===== src/rtl/prog_loader_if.sv =====
// Host byte-stream port of the program loader: received-byte strobe in, transmit handshake out.
interface prog_loader_if;
   logic [7:0] rx_data;
   logic       rx_valid;
   logic [7:0] tx_data;
   logic       tx_valid;
   logic       tx_ready;

   modport master (output rx_data, rx_valid, tx_ready, input tx_data, tx_valid);
   modport slave  (input rx_data, rx_valid, tx_ready, output tx_data, tx_valid);
endinterface


===== src/rtl/prog_loader.sv =====
// Program loader / run controller: loads and dumps RAM over the host byte stream while the
// cpu is held in reset, then starts the cpu at a chosen address and reports when it halts.
module prog_loader #(
   parameter int addr_width = 9
) (
   input  logic                  clk,
   input  logic                  reset,
   prog_loader_if.slave          io_host,
   output logic [addr_width-1:0] o_mem_raddr,
   output logic [addr_width-1:0] o_mem_waddr,
   output logic [7:0]            o_mem_data_in,
   output logic                  o_mem_write,
   input  logic [7:0]            i_mem_data_out,
   output logic                  o_mem_owner,
   output logic                  o_cpu_reset,
   output logic                  o_cpu_halt,
   input  logic                  i_cpu_halted,
   output logic [addr_width-1:0] o_start_address
);
   localparam logic [7:0] ACK_BYTE  = 8'h06;
   localparam logic [7:0] NAK_BYTE  = 8'h15;
   localparam logic [7:0] HALT_BYTE = 8'h48;
   localparam logic [7:0] CMD_L     = 8'h4C;
   localparam logic [7:0] CMD_D     = 8'h44;
   localparam logic [7:0] CMD_E     = 8'h45;
   localparam logic [7:0] CMD_S     = 8'h53;

   typedef enum logic [3:0] {
      S_IDLE, S_HDR, S_LDATA, S_LCHK, S_DRD, S_DCAP, S_DTX, S_EXEC, S_RUN, S_STOP, S_RESP
   } state_t;
   typedef enum logic [1:0] {OP_LOAD, OP_DUMP, OP_EXEC} op_t;

   state_t                r_state, w_state;
   op_t                   r_op, w_op;
   logic [1:0]            r_cnt, w_cnt;
   logic [15:0]           r_addr, w_addr, r_len, w_len;
   logic [15:0]           w_addr_shift, w_len_shift, w_addr_inc;
   logic [7:0]            r_sum, w_sum, r_tx_data, w_tx_data;
   logic                  r_tx_valid, w_tx_valid, r_ret_run, w_ret_run;
   logic [addr_width-1:0] r_mem_raddr, w_mem_raddr, r_mem_waddr, w_mem_waddr;
   logic [addr_width-1:0] r_start_address, w_start_address;
   logic [7:0]            r_mem_data_in, w_mem_data_in;
   logic                  r_mem_write, w_mem_write, r_mem_owner, w_mem_owner;
   logic                  r_cpu_reset, w_cpu_reset, r_cpu_halt, w_cpu_halt;
   logic                  w_rx, w_tx_done, w_halt, w_resp_en, w_resp_run;
   logic [7:0]            w_rx_byte, w_resp_byte;

   always_ff @(posedge clk) begin
      if (reset) begin
         r_state         <= S_IDLE;
         r_op            <= OP_LOAD;
         r_cnt           <= 2'd0;
         r_addr          <= 16'd0;
         r_len           <= 16'd0;
         r_sum           <= 8'd0;
         r_tx_data       <= 8'd0;
         r_tx_valid      <= 1'b0;
         r_ret_run       <= 1'b0;
         r_mem_raddr     <= '0;
         r_mem_waddr     <= '0;
         r_mem_data_in   <= 8'd0;
         r_mem_write     <= 1'b0;
         r_mem_owner     <= 1'b1;
         r_cpu_reset     <= 1'b1;
         r_cpu_halt      <= 1'b0;
         r_start_address <= '0;
      end else begin
         r_state         <= w_state;
         r_op            <= w_op;
         r_cnt           <= w_cnt;
         r_addr          <= w_addr;
         r_len           <= w_len;
         r_sum           <= w_sum;
         r_tx_data       <= w_tx_data;
         r_tx_valid      <= w_tx_valid;
         r_ret_run       <= w_ret_run;
         r_mem_raddr     <= w_mem_raddr;
         r_mem_waddr     <= w_mem_waddr;
         r_mem_data_in   <= w_mem_data_in;
         r_mem_write     <= w_mem_write;
         r_mem_owner     <= w_mem_owner;
         r_cpu_reset     <= w_cpu_reset;
         r_cpu_halt      <= w_cpu_halt;
         r_start_address <= w_start_address;
      end
   end

   always_comb begin
      w_state         = r_state;
      w_op            = r_op;
      w_cnt           = r_cnt;
      w_addr          = r_addr;
      w_len           = r_len;
      w_sum           = r_sum;
      w_tx_data       = r_tx_data;
      w_tx_valid      = r_tx_valid;
      w_ret_run       = r_ret_run;
      w_mem_raddr     = r_mem_raddr;
      w_mem_waddr     = r_mem_waddr;
      w_mem_data_in   = r_mem_data_in;
      w_mem_write     = 1'b0;
      w_mem_owner     = r_mem_owner;
      w_cpu_reset     = r_cpu_reset;
      w_cpu_halt      = r_cpu_halt;
      w_start_address = r_start_address;
      w_halt          = 1'b0;
      w_resp_en       = 1'b0;
      w_resp_byte     = NAK_BYTE;
      w_resp_run      = 1'b0;
      w_rx            = io_host.rx_valid;
      w_rx_byte       = io_host.rx_data;
      w_tx_done       = r_tx_valid & io_host.tx_ready;
      w_addr_shift    = {r_addr[7:0], w_rx_byte};
      w_len_shift     = {r_len[7:0], w_rx_byte};
      w_addr_inc      = r_addr + 16'd1;

      case (r_state)
         S_IDLE: if (w_rx) begin
            w_cnt   = 2'd0;
            w_state = S_HDR;
            case (w_rx_byte)
               CMD_L:   w_op = OP_LOAD;
               CMD_D:   w_op = OP_DUMP;
               CMD_E:   w_op = OP_EXEC;
               default: w_resp_en = 1'b1;
            endcase
         end
         S_HDR: if (w_rx) begin
            w_cnt = r_cnt + 2'd1;
            if (!r_cnt[1]) w_addr = w_addr_shift;
            else           w_len  = w_len_shift;
            if (r_op == OP_EXEC && r_cnt == 2'd1) begin
               // ACK is presented now; EXEC releases the cpu one cycle later
               w_start_address = w_addr_shift[addr_width-1:0];
               w_tx_data       = ACK_BYTE;
               w_tx_valid      = 1'b1;
               w_state         = S_EXEC;
            end else if (r_cnt == 2'd3) begin
               w_sum = 8'd0;
               if (r_op == OP_LOAD) begin
                  w_state = (w_len_shift == 16'd0) ? S_LCHK : S_LDATA;
               end else if (w_len_shift == 16'd0) begin
                  w_resp_en   = 1'b1;
                  w_resp_byte = ACK_BYTE;
               end else begin
                  w_mem_raddr = r_addr[addr_width-1:0];
                  w_state     = S_DRD;
               end
            end
         end
         S_LDATA: if (w_rx) begin
            w_mem_write   = 1'b1;
            w_mem_waddr   = r_addr[addr_width-1:0];
            w_mem_data_in = w_rx_byte;
            w_addr        = w_addr_inc;
            w_sum         = r_sum + w_rx_byte;
            w_len         = r_len - 16'd1;
            if (r_len == 16'd1) w_state = S_LCHK;
         end
         S_LCHK: if (w_rx) begin
            w_resp_en   = 1'b1;
            w_resp_byte = (w_rx_byte == r_sum) ? ACK_BYTE : NAK_BYTE;
         end
         S_DRD: w_state = S_DCAP;
         S_DCAP: begin
            w_tx_data  = i_mem_data_out;
            w_tx_valid = 1'b1;
            w_state    = S_DTX;
         end
         S_DTX: if (w_tx_done) begin
            w_addr = w_addr_inc;
            w_len  = r_len - 16'd1;
            if (r_len == 16'd1) begin
               w_resp_en   = 1'b1;
               w_resp_byte = ACK_BYTE;
            end else begin
               w_tx_valid  = 1'b0;
               w_mem_raddr = w_addr_inc[addr_width-1:0];
               w_state     = S_DRD;
            end
         end
         S_EXEC: begin
            w_mem_owner = 1'b0;
            w_cpu_reset = 1'b0;
            if (w_tx_done) begin
               w_tx_valid = 1'b0;
               w_state    = S_RUN;
            end else begin
               w_ret_run = 1'b1;
               w_state   = S_RESP;
            end
         end
         S_RUN: begin
            if (i_cpu_halted) begin
               w_halt = 1'b1;
            end else if (w_rx) begin
               if (w_rx_byte == CMD_S) begin
                  w_cpu_halt = 1'b1;
                  w_state    = S_STOP;
               end else begin
                  w_resp_en  = 1'b1;
                  w_resp_run = 1'b1;
               end
            end
         end
         S_STOP: if (i_cpu_halted) w_halt = 1'b1;
         S_RESP: if (w_tx_done) begin
            w_tx_valid = 1'b0;
            w_state    = r_ret_run ? S_RUN : S_IDLE;
         end
         default: w_state = S_IDLE;
      endcase

      if (w_halt) begin
         w_cpu_halt  = 1'b0;
         w_cpu_reset = 1'b1;
         w_mem_owner = 1'b1;
         w_resp_en   = 1'b1;
         w_resp_byte = HALT_BYTE;
      end
      if (w_resp_en) begin
         w_tx_data  = w_resp_byte;
         w_tx_valid = 1'b1;
         w_ret_run  = w_resp_run;
         w_state    = S_RESP;
      end
   end

   assign io_host.tx_data  = r_tx_data;
   assign io_host.tx_valid = r_tx_valid;
   assign o_mem_raddr      = r_mem_raddr;
   assign o_mem_waddr      = r_mem_waddr;
   assign o_mem_data_in    = r_mem_data_in;
   assign o_mem_write      = r_mem_write;
   assign o_mem_owner      = r_mem_owner;
   assign o_cpu_reset      = r_cpu_reset;
   assign o_cpu_halt       = r_cpu_halt;
   assign o_start_address  = r_start_address;
endmodule


===== src/flat_wrapper.sv =====
// flat-port wrapper written by rule: the top's interface ports become plain ports
module prog_loader_flat 
#(
   parameter int addr_width = 9
)
  (clk, reset, o_mem_raddr, o_mem_waddr, o_mem_data_in, o_mem_write, i_mem_data_out, o_mem_owner, o_cpu_reset, o_cpu_halt, i_cpu_halted, o_start_address, io_host_rx_data, io_host_rx_valid, io_host_tx_ready, io_host_tx_data, io_host_tx_valid);
  prog_loader_if io_host_i ();
  input  logic clk;
  input  logic reset;
  output logic [addr_width-1:0] o_mem_raddr;
  output logic [addr_width-1:0] o_mem_waddr;
  output logic [7:0] o_mem_data_in;
  output logic o_mem_write;
  input  logic [7:0] i_mem_data_out;
  output logic o_mem_owner;
  output logic o_cpu_reset;
  output logic o_cpu_halt;
  input  logic i_cpu_halted;
  output logic [addr_width-1:0] o_start_address;
  input wire logic [$bits(io_host_i.rx_data)-1:0] io_host_rx_data;
  input wire logic [$bits(io_host_i.rx_valid)-1:0] io_host_rx_valid;
  input wire logic [$bits(io_host_i.tx_ready)-1:0] io_host_tx_ready;
  output wire logic [$bits(io_host_i.tx_data)-1:0] io_host_tx_data;
  output wire logic [$bits(io_host_i.tx_valid)-1:0] io_host_tx_valid;
  assign io_host_i.rx_data = io_host_rx_data;
  assign io_host_i.rx_valid = io_host_rx_valid;
  assign io_host_i.tx_ready = io_host_tx_ready;
  assign io_host_tx_data = io_host_i.tx_data;
  assign io_host_tx_valid = io_host_i.tx_valid;
  prog_loader #(.addr_width(addr_width)) u_core (.clk(clk), .reset(reset), .io_host(io_host_i), .o_mem_raddr(o_mem_raddr), .o_mem_waddr(o_mem_waddr), .o_mem_data_in(o_mem_data_in), .o_mem_write(o_mem_write), .i_mem_data_out(i_mem_data_out), .o_mem_owner(o_mem_owner), .o_cpu_reset(o_cpu_reset), .o_cpu_halt(o_cpu_halt), .i_cpu_halted(i_cpu_halted), .o_start_address(o_start_address));
endmodule

===== config.mk =====
export PLATFORM = sky130hd
export DESIGN_NAME = prog_loader_flat
export DESIGN_NICKNAME = d
export VERILOG_FILES = /design/src/rtl/prog_loader_if.sv /design/src/rtl/prog_loader.sv /design/src/flat_wrapper.sv
export SDC_FILE = /design/constraint.sdc
export NUM_CORES = 1
export LEC_CHECK = 0
export CORE_ASPECT_RATIO = 0.8
export CORE_MARGIN = 5
export CORE_UTILIZATION = 52
export CTS_CLUSTER_SIZE = 30
export DETAILED_ROUTE_END_ITERATION = 6
export PLACE_DENSITY = 0.77
export SYNTH_ARGS = -nofsm -noshare
export SYNTH_HDL_FRONTEND = slang
export SYNTH_SLANG_ARGS = --single-unit

===== constraint.sdc =====
create_clock -name clk -period 3.16 [get_ports clk]
set_input_delay 0.316 -clock clk [delete_from_list [all_inputs] [get_ports clk]]
set_output_delay 0.316 -clock clk [all_outputs]
set_load 0.01 [all_outputs]

==> results.cfg, run 1 <==
[placement]
numPortBuffers = 68
dpl.hpwl_um = 10200
routabilityCongestion = 0.891

[route]
top_layer = met4
vias = 4936
wl_met3_um = 1410
dr.pass1.iters = 5
drcViolationCount = 0
routed_wl_um = 14100
drt-met1-wl_um = 6090
ant_nets = 0
drt-initial-drc-count = 523
met2_length_um = 6370
drt-vias-per-instance = 6.17
wl_per_cell_um = 17.7

[sta]
finClkSkew_ns = 0.00809
finalSetupViolCount = 0
rsz0062_at_grt = no
post-route-min-period_ns = 2.76
slew_headroom_pct = 34.6
post-route-period-util_pct = 87.5
hold_slack_ns = 0.451
slew_violations = 0
final.setup.tns_ns = 0
worst_pin_slew_ns = 0.979
hold_viol = 0
fmax_mhz = 362

[synth]
syn_area_um2 = 4900
synth-seq-cells = 89
syn_avg_cell_area_um2 = 7.83
syn_inst = 626
synth_cell_types = 73
synth-seq-area-share_pct = 36.3
ys.warnings.count = 0
syn-num-nets = 661
synth-main-ff-cell = dfxtp_1
synth_edf_count = 0
synthArstFlopShare_pct = 0

[floorplanning]
ios = 69
coreArea_um2 = 9110
row_count = 31
dieWidth_um = 119
dieArea_um2 = 11500
dieHeight_um = 96.9
start_util_pct = 53.8

[setup_path]
criticalPathCategory = register to register
r2r_slack_ns = 0.40
critPathRequiredTime_ns = 3.35
r2r_end = u_core.r_addr[4]$_SDFFE_PP0P_
worstRegToRegCells = 6
r2r_start = u_core.r_state[3]$_SDFFE_PP0P_
endpoint_kind = register
start_kind = register
worstPathArrival_ns = 2.96
path_max_fanout = 18

[clock_tree]
cts_setup_buffers = 0
cts_max_path_buffers = 2
postCtsHoldBufs = 0
htreeDepth = 3
cts_buffers = 9
cts_tree = yes
insertion_delay_ns = 0.35
cts-resized-gates = 0
clkSlewWorstSetupHoldPaths_ns = 0.06
clock-sinks = 89
cts_root_buf = clkbuf_16

[global_route]
grt_max_degree = 53
grt_overflow = 0
antenna_found_initial = 0
grt_use_total_pct = 24.9
grt_pass1_vias = 4706
grt_pass1_wl_um = 24000

[power_and_ir_drop]
power_density_nw_per_um2 = 825
peakVddDrop_uv = 395
p_leak_nw = 2.08

[worst_hold_path]
hp-class = register to register
hp-start = u_core.o_mem_waddr[5]$_SDFFE_PP0P_
hold-path-endpoint = u_core.o_mem_waddr[5]$_SDFFE_PP0P_
hold_depth = 2

[layout]
syn_to_final_growth_pct = 21.1
antenna_cells = 0
regArea_um2 = 1780
fin_nets = 715
fillers = 792
drive_gt1_share_pct = 7.59
multi_input_area_um2 = 2900

[flow_run]
cap_violations = 0

[outcome]
status = complete, no violations
power breakdown:
group	internal [W]	switching, W	leakage [nW]	total (W)
registers	0.00132	0.000315	0.722	0.00164
logic	0.000921	0.00138	1.22	0.00231
clock network	0.000528	0.000432	0.130	0.000960
through the flow:
| step | util, % | setup WS, ns | instances | total power (W) | cell area, um^2 |
|---|---|---|---|---|---|
| 5_1_grt | 65.1 | 0.160 | 800 | 0.00526 | 5940 |
| 3_5_place_dp | 62.3 | 0.405 | 784 | 0.00390 | 5680 |
| 2_1_floorplan | - | 1.05 | 626 | 0.00324 | 4900 |
| 3_3_place_gp | 62.3 | 0.472 | 784 | 0.00383 | 5680 |
| 6_report | 65.1 | 0.396 | 800 | 0.00490 | 5940 |
| 4_1_cts | 65.1 | 0.440 | 800 | 0.00488 | 5940 |
layout make-up:
type | instances | area share (%)
Sequential cell | 89 | 30.0
Timing Repair Buffer | 87 | 13.8
Clock buffer | 12 | 3.98
Clock inverter | 4 | 0.337
Multi-Input combinational cell | 483 | 48.8
Inverter | 10 | 0.632
Tap cell | 115 | 2.42
flip-flops by register name (all words and copies together) (netlist names):
signal and flops:
u_core.r_op 2, u_core.o_cpu_halt 1, u_core.o_mem_owner 1, u_core.r_ret_run 1, u_core.o_mem_data_in 8, u_core.io_host.tx_valid 1, u_core.o_mem_raddr 9, u_core.r_cnt 2
u_core.o_mem_waddr 9, u_core.r_len 16, u_core.o_start_address 9, u_core.r_sum 8, u_core.r_state 4, u_core.io_host.tx_data 8, u_core.r_addr 9, u_core.o_mem_write 1
worst max-delay path, cell delays in order (launching register included):
cell and delay, ns:
dfxtp_1 0.71, nor4b_1 0.25, or2_2 0.38, a211oi_2 0.80
o21ai_0 0.22, a22oi_1 0.20, nor2_1 0.05
how the worst max path moves through the flow:
| stage | startpoint | to | slack, ns | cells after the start |
|---|---|---|---|---|
| final | u_core.r_state[3]$_SDFFE_PP0P_ | u_core.r_addr[4]$_SDFFE_PP0P_ | 0.40 | 6 |
| after global routing | u_core.r_state[0]$_SDFFE_PP0P_ | u_core.o_mem_raddr[8]$_SDFFE_PP0P_ | 0.16 | 5 |
| after CTS | u_core.r_state[3]$_SDFFE_PP0P_ | u_core.r_addr[4]$_SDFFE_PP0P_ | 0.44 | 6 |
| after detailed placement | io_host_rx_data[1] | u_core.o_mem_raddr[1]$_SDFFE_PP0P_ | 0.41 | 7 |
| after global placement | io_host_rx_data[1] | u_core.o_mem_raddr[1]$_SDFFE_PP0P_ | 0.47 | 7 |
| after floorplan | io_host_rx_data[7] | u_core.r_state[2]$_SDFFE_PP0P_ | 1.05 | 7 |
Yosys cell counts (6+ instances only):
library cell / number / area share (%)
dfxtp_1: 89 / 36
nor2_1: 86 / 6.6
nand2_1: 82 / 6.3
a21oi_1: 51 / 5.2
o21ai_0: 35 / 3.6
clkbuf_1: 33 / 2.5
nor3_1: 21 / 2.1
a22oi_1: 20 / 3.1
nand3_1: 18 / 1.8
ha_1: 13 / 3.3
a211oi_1: 11 / 1.7
xnor2_1: 11 / 2.0
inv_1: 10 / 0.77
mux2i_1: 10 / 2.0
nor4_1: 9 / 1.1
nor3b_1: 7 / 1.1
o31ai_1: 7 / 1.1
a31oi_1: 6 / 0.77
and2_1: 6 / 0.77
buf_2: 6 / 0.61
routing by layer:
layer | up-vias | global-route usage, %
met3 | 21 | 6.59
met5 | - | 0
met1 | 2307 | 33.9
met2 | 244 | 38.0
li1 | 2364 | -
met4 | 0 | 8.72
kinds of logic after synthesis:
family	count (synthesis)	share of synthesized area (%)
fa+ha+maj	14	3.73
xor+xnor	14	2.50
compound gates	168	22.7
mux	10	2.04
buf+inv	54	4.62
simple gates	277	28.1
flops	89	36.3
cells in the final DEF (no fill, tap or decap), types with 11 or more instances in the layout:
| cell | n |
|---|---|
| ha_1 | 13 |
| o21ai_0 | 35 |
| nor2_1 | 86 |
| nand3_1 | 18 |
| clkdlybuf4s50_1 | 67 |
| dfxtp_1 | 89 |
| buf_4 | 19 |
| nor3_1 | 21 |
| a22oi_1 | 20 |
| nand2_1 | 82 |
| a21oi_1 | 51 |
| xnor2_1 | 11 |
No activity file was read; power rests on OpenSTA's default activity.
==> inputs of run 2 (changes only) <==
CTS_CLUSTER_DIAMETER = 200   (was not set)
GPL_ROUTABILITY_DRIVEN = 0   (was not set)
==> results.cfg, run 2 (same netlist as run 1, synthesis figures left out) <==
[outcome]
status = complete, no violations

[sta]
finalSetupViolCount = 0
hold_viol = 0
final.setup.tns_ns = 0
slew_violations = 0
post-route-period-util_pct = 88.2
post-route-min-period_ns = 2.79
finClkSkew_ns = 0.00970
worst_pin_slew_ns = 1.07
fmax_mhz = 359
rsz0062_at_grt = no
slew_headroom_pct = 28.7

[power_and_ir_drop]
switching_share_pct = 42.9
power_density_nw_per_um2 = 835
power.internal_w = 0.00284
switchingPower_w = 0.00213
p_leak_nw = 2.08
peakVddDrop_uv = 493
p_seq_share_pct = 32.9
clockPowerShare_pct = 19.9
p_comb_share_pct = 47.2

[floorplanning]
ios = 69
dieArea_um2 = 11500
dieHeight_um = 96.9
dieWidth_um = 119
coreArea_um2 = 9110
row_count = 31
start_util_pct = 53.8

[layout]
fin_cells = 799
layout_common_cells = dfxtp_1, nor2_1, nand2_1
largest_reg_flops = 16
fin_nets = 716
syn_to_final_growth_pct = 21.4
top_register = u_core.r_len
drive_gt1_share_pct = 7.46
antenna_cells = 0
final_cell_area_um2 = 5950
fillers = 761
final_common_cell = dfxtp_1

[global_route]
grt_max_degree = 56
grt_pass1_wl_um = 23800
grt_overflow = 0
grt_use_total_pct = 24.6
grt_pass1_vias = 4657
antenna_found_initial = 0

[clock_tree]
htreeDepth = 3
cts_buffers = 9
cts_setup_buffers = 0
cts_max_path_buffers = 2
postCtsHoldBufs = 0
cts_root_buf = clkbuf_16
clock-sinks = 89
cts_tree = yes
insertion_delay_ns = 0.34
clkSlewWorstSetupHoldPaths_ns = 0.06
cts-resized-gates = 0

[route]
drt-initial-drc-count = 501
drt-vias-per-instance = 6.19
wl_per_cell_um = 17.9
drcViolationCount = 0
ant_nets = 0
routed_wl_um = 14300
dr.pass1.iters = 5
vias = 4942

[setup_path]
path_max_fanout = 18
worstRegToRegCells = 6
r2r_slack_ns = 0.37
r2r_start = u_core.r_state[3]$_SDFFE_PP0P_
r2r_end = u_core.r_addr[8]$_SDFFE_PP0P_
endpoint_kind = register
worstPathArrival_ns = 3.00
critPathRequiredTime_ns = 3.37
start_kind = register
criticalPathCategory = register to register

[flow_run]
cap_violations = 0

[placement]
dpl.hpwl_um = 10100
placed_cell_area_um2 = 5690
numPortBuffers = 68
dp.cells = 785

[worst_hold_path]
hp-start = u_core.o_mem_waddr[7]$_SDFFE_PP0P_
hp-class = register to register
hold_depth = 2
hold-path-endpoint = u_core.o_mem_waddr[7]$_SDFFE_PP0P_
==> run 2: area by class of cell <==
class                           count  area, um^2  area share [%]
Clock buffer                       14         264            4.43
Inverter                           10        37.5           0.631
Multi-Input combinational cell    483        2900            48.7
Sequential cell                    89        1780            29.9
Tap cell                          115         144            2.42
Timing Repair Buffer               88         826            13.9
==> run 2: worst max path at each step <==
stage / startpoint / endpoint / slack [ns] / cells after the start
4_1_cts: u_core.r_state[3]$_SDFFE_PP0P_ / u_core.r_addr[8]$_SDFFE_PP0P_ / 0.42 / 6
3_3_place_gp: io_host_rx_data[1] / u_core.r_state[1]$_SDFFE_PP0P_ / 0.37 / 7
5_1_grt: u_core.r_state[3]$_SDFFE_PP0P_ / u_core.r_addr[8]$_SDFFE_PP0P_ / 0.13 / 6
3_5_place_dp: io_host_rx_data[1] / u_core.o_mem_raddr[8]$_SDFFE_PP0P_ / 0.35 / 7
2_1_floorplan: io_host_rx_data[7] / u_core.r_state[2]$_SDFFE_PP0P_ / 1.05 / 7
6_report: u_core.r_state[3]$_SDFFE_PP0P_ / u_core.r_addr[8]$_SDFFE_PP0P_ / 0.37 / 6
==> run 2: power by group through the flow <==
stage | registers [W] | clock network, W | logic, W
floorplan | 0.00153 | 0 | 0.00171
global placement | 0.00164 | 0 | 0.00223
detailed placement | 0.00164 | 0 | 0.00229
CTS | 0.00162 | 0.000996 | 0.00232
global route | 0.00166 | 0.00106 | 0.00259
finish | 0.00163 | 0.000988 | 0.00235
==> run 2: layer usage <==
metal | global-route usage [%] | wire [um]
met4 | 6.36 | 161
met1 | 34.4 | 6440
met3 | 6.01 | 1330
met5 | 0 | 0
met2 | 38.0 | 6400
==> run 2: metrics by stage <==
step           util, %  setup slack (ns)  hold WS (ns)  total power, W
2_1_floorplan        -              1.05         0.436         0.00324
3_3_place_gp      62.4             0.369         0.443         0.00387
3_5_place_dp      62.4             0.352         0.448         0.00393
4_1_cts           65.3             0.425         0.456         0.00493
5_1_grt           65.3             0.126         0.476         0.00531
6_report          65.3             0.372         0.453         0.00497
==> run 2: critical path, stage by stage (launching register included) <==
cell,delay (ns)
dfxtp_1,0.68
nor4b_1,0.25
or2_2,0.37
a211oi_2,0.83
o21ai_0,0.24
a22oi_1,0.21
nor2_1,0.06
==> inputs of run 3 (changes only) <==
clock period = 3.3 ns   (was 3.16 ns; I/O delays follow)
==> results.cfg, run 3 (same netlist as run 1, synthesis figures left out) <==
[global_route]
grt_max_degree = 57
grt_overflow = 0
grt_use_total_pct = 24.1
grt_pass1_wl_um = 23200
antenna_found_initial = 0
grt_pass1_vias = 4585

[placement]
dpl.hpwl_um = 10200
dp_slack_ns = 0.426
numPortBuffers = 68

[worst_hold_path]
hp-class = register to register

[clock_tree]
cts-resized-gates = 0
insertion_delay_ns = 0.34
cts_tree = yes
htreeDepth = 3
cts_max_path_buffers = 2
cts_root_buf = clkbuf_16
cts_buffers = 9
postCtsHoldBufs = 0
clkSlewWorstSetupHoldPaths_ns = 0.07
cts_setup_buffers = 0
clock-sinks = 89

[layout]
drive_gt1_share_pct = 7.76
largest_reg_flops = 16
fin_nets = 713
syn_to_final_growth_pct = 21.6
top_register = u_core.r_len
final_common_cell = dfxtp_1
layout_common_cells = dfxtp_1, nor2_1, nand2_1
antenna_cells = 0

[setup_path]
criticalPathCategory = register to register
slowest_delay_ns = 0.87
endpoint_kind = register
path_cells = buf_4 > or4b_2 > o21ai_0 > a211oi_2 > o21ai_0 > a22oi_1 > nor2_1
critPathRequiredTime_ns = 3.50
worstPathArrival_ns = 3.03
start_kind = register
cpMaxStageDelayCell = a211oi_2
path_max_fanout = 18
cpMostUsedCell = o21ai_0

[route]
ant_nets = 0
drt-initial-drc-count = 583
dr.pass1.iters = 5
wl_per_cell_um = 17.6
routed_wl_um = 14100
vias = 4949
drcViolationCount = 0
drt-vias-per-instance = 6.20

[floorplanning]
dieArea_um2 = 11500
dieHeight_um = 96.9
start_util_pct = 53.8
row_count = 31
dieWidth_um = 119
coreArea_um2 = 9110
ios = 69

[sta]
final.setup.tns_ns = 0
slew_violations = 0
finalSetupViolCount = 0
hold_viol = 0
finClkSkew_ns = 0.00597
rsz0062_at_grt = no
worst_pin_slew_ns = 1.01
post-route-period-util_pct = 85.7
post-route-min-period_ns = 2.83
slew_headroom_pct = 32.4
fmax_mhz = 353
setup_slack_ns = 0.471
hold_slack_ns = 0.452

[power_and_ir_drop]
peakVddDrop_uv = 434
p_leak_nw = 2.09
power_density_nw_per_um2 = 804

[flow_run]
cap_violations = 0

[outcome]
status = complete, no violations
## run 3: changes by cell type in the layout (fill, tap and decap cells not counted), sizes merged
cell / before / now
clkbuf: 14 / 10
clkinv: 0 / 4
buf: 21 / 18
bufinv: 0 / 1
clkinvlp: 0 / 1
## run 3: report_power, final
| group | switching (W) | internal, W |
|---|---|---|
| logic | 0.00134 | 0.000868 |
| clock network | 0.000420 | 0.000602 |
| registers | 0.000299 | 0.00126 |
## run 3: cell type report
type / count / area [um^2]
inverter: 10 / 37.5
sequential: 89 / 1780
clock inverter: 6 / 57.6
tap: 115 / 144
timing repair buffer: 85 / 803
fill: 778 / 3150
clock buffer: 10 / 239
multi-input combinational: 483 / 2900
## run 3: worst paths after layout
path	start	endpoint	slack, ns	cells after the start
setup / recovery	u_core.r_state[3]$_SDFFE_PP0P_	u_core.r_addr[4]$_SDFFE_PP0P_	0.47	7
hold / removal	u_core.o_mem_waddr[3]$_SDFFE_PP0P_	u_core.o_mem_waddr[3]$_SDFFE_PP0P_	0.45	2
setup reg to reg	u_core.r_state[3]$_SDFFE_PP0P_	u_core.r_addr[4]$_SDFFE_PP0P_	0.47	7
hold reg to reg	u_core.o_mem_waddr[3]$_SDFFE_PP0P_	u_core.o_mem_waddr[3]$_SDFFE_PP0P_	0.45	2
## run 3: through the flow
step	total power (W)	util [%]	instances	cell area [um^2]
6_report	0.00480	65.4	798	5960
5_1_grt	0.00512	65.4	798	5960
4_1_cts	0.00476	65.4	798	5960
3_5_place_dp	0.00372	62.2	782	5670
3_3_place_gp	0.00366	62.2	782	5670
2_1_floorplan	0.00310	-	626	4900
## run 3: critical path: cells and delay by family (launching register included)
family,cells,cell delay [ns]
buffers and inverters,1,0.29
DFF,1,0.61
AOI/OAI and AO/OA,4,1.48
and+or+nand+nor,2,0.30
## run 3: metal layers
metal  vias to the layer above  wire length (um)  global-route usage (%)
met5                         -                 0                       0
met4                         0               274                    7.76
met3                        30              1410                    6.12
met2                       266              6250                    36.5
met1                      2297              6140                    33.5
li1                       2356                 -                       -
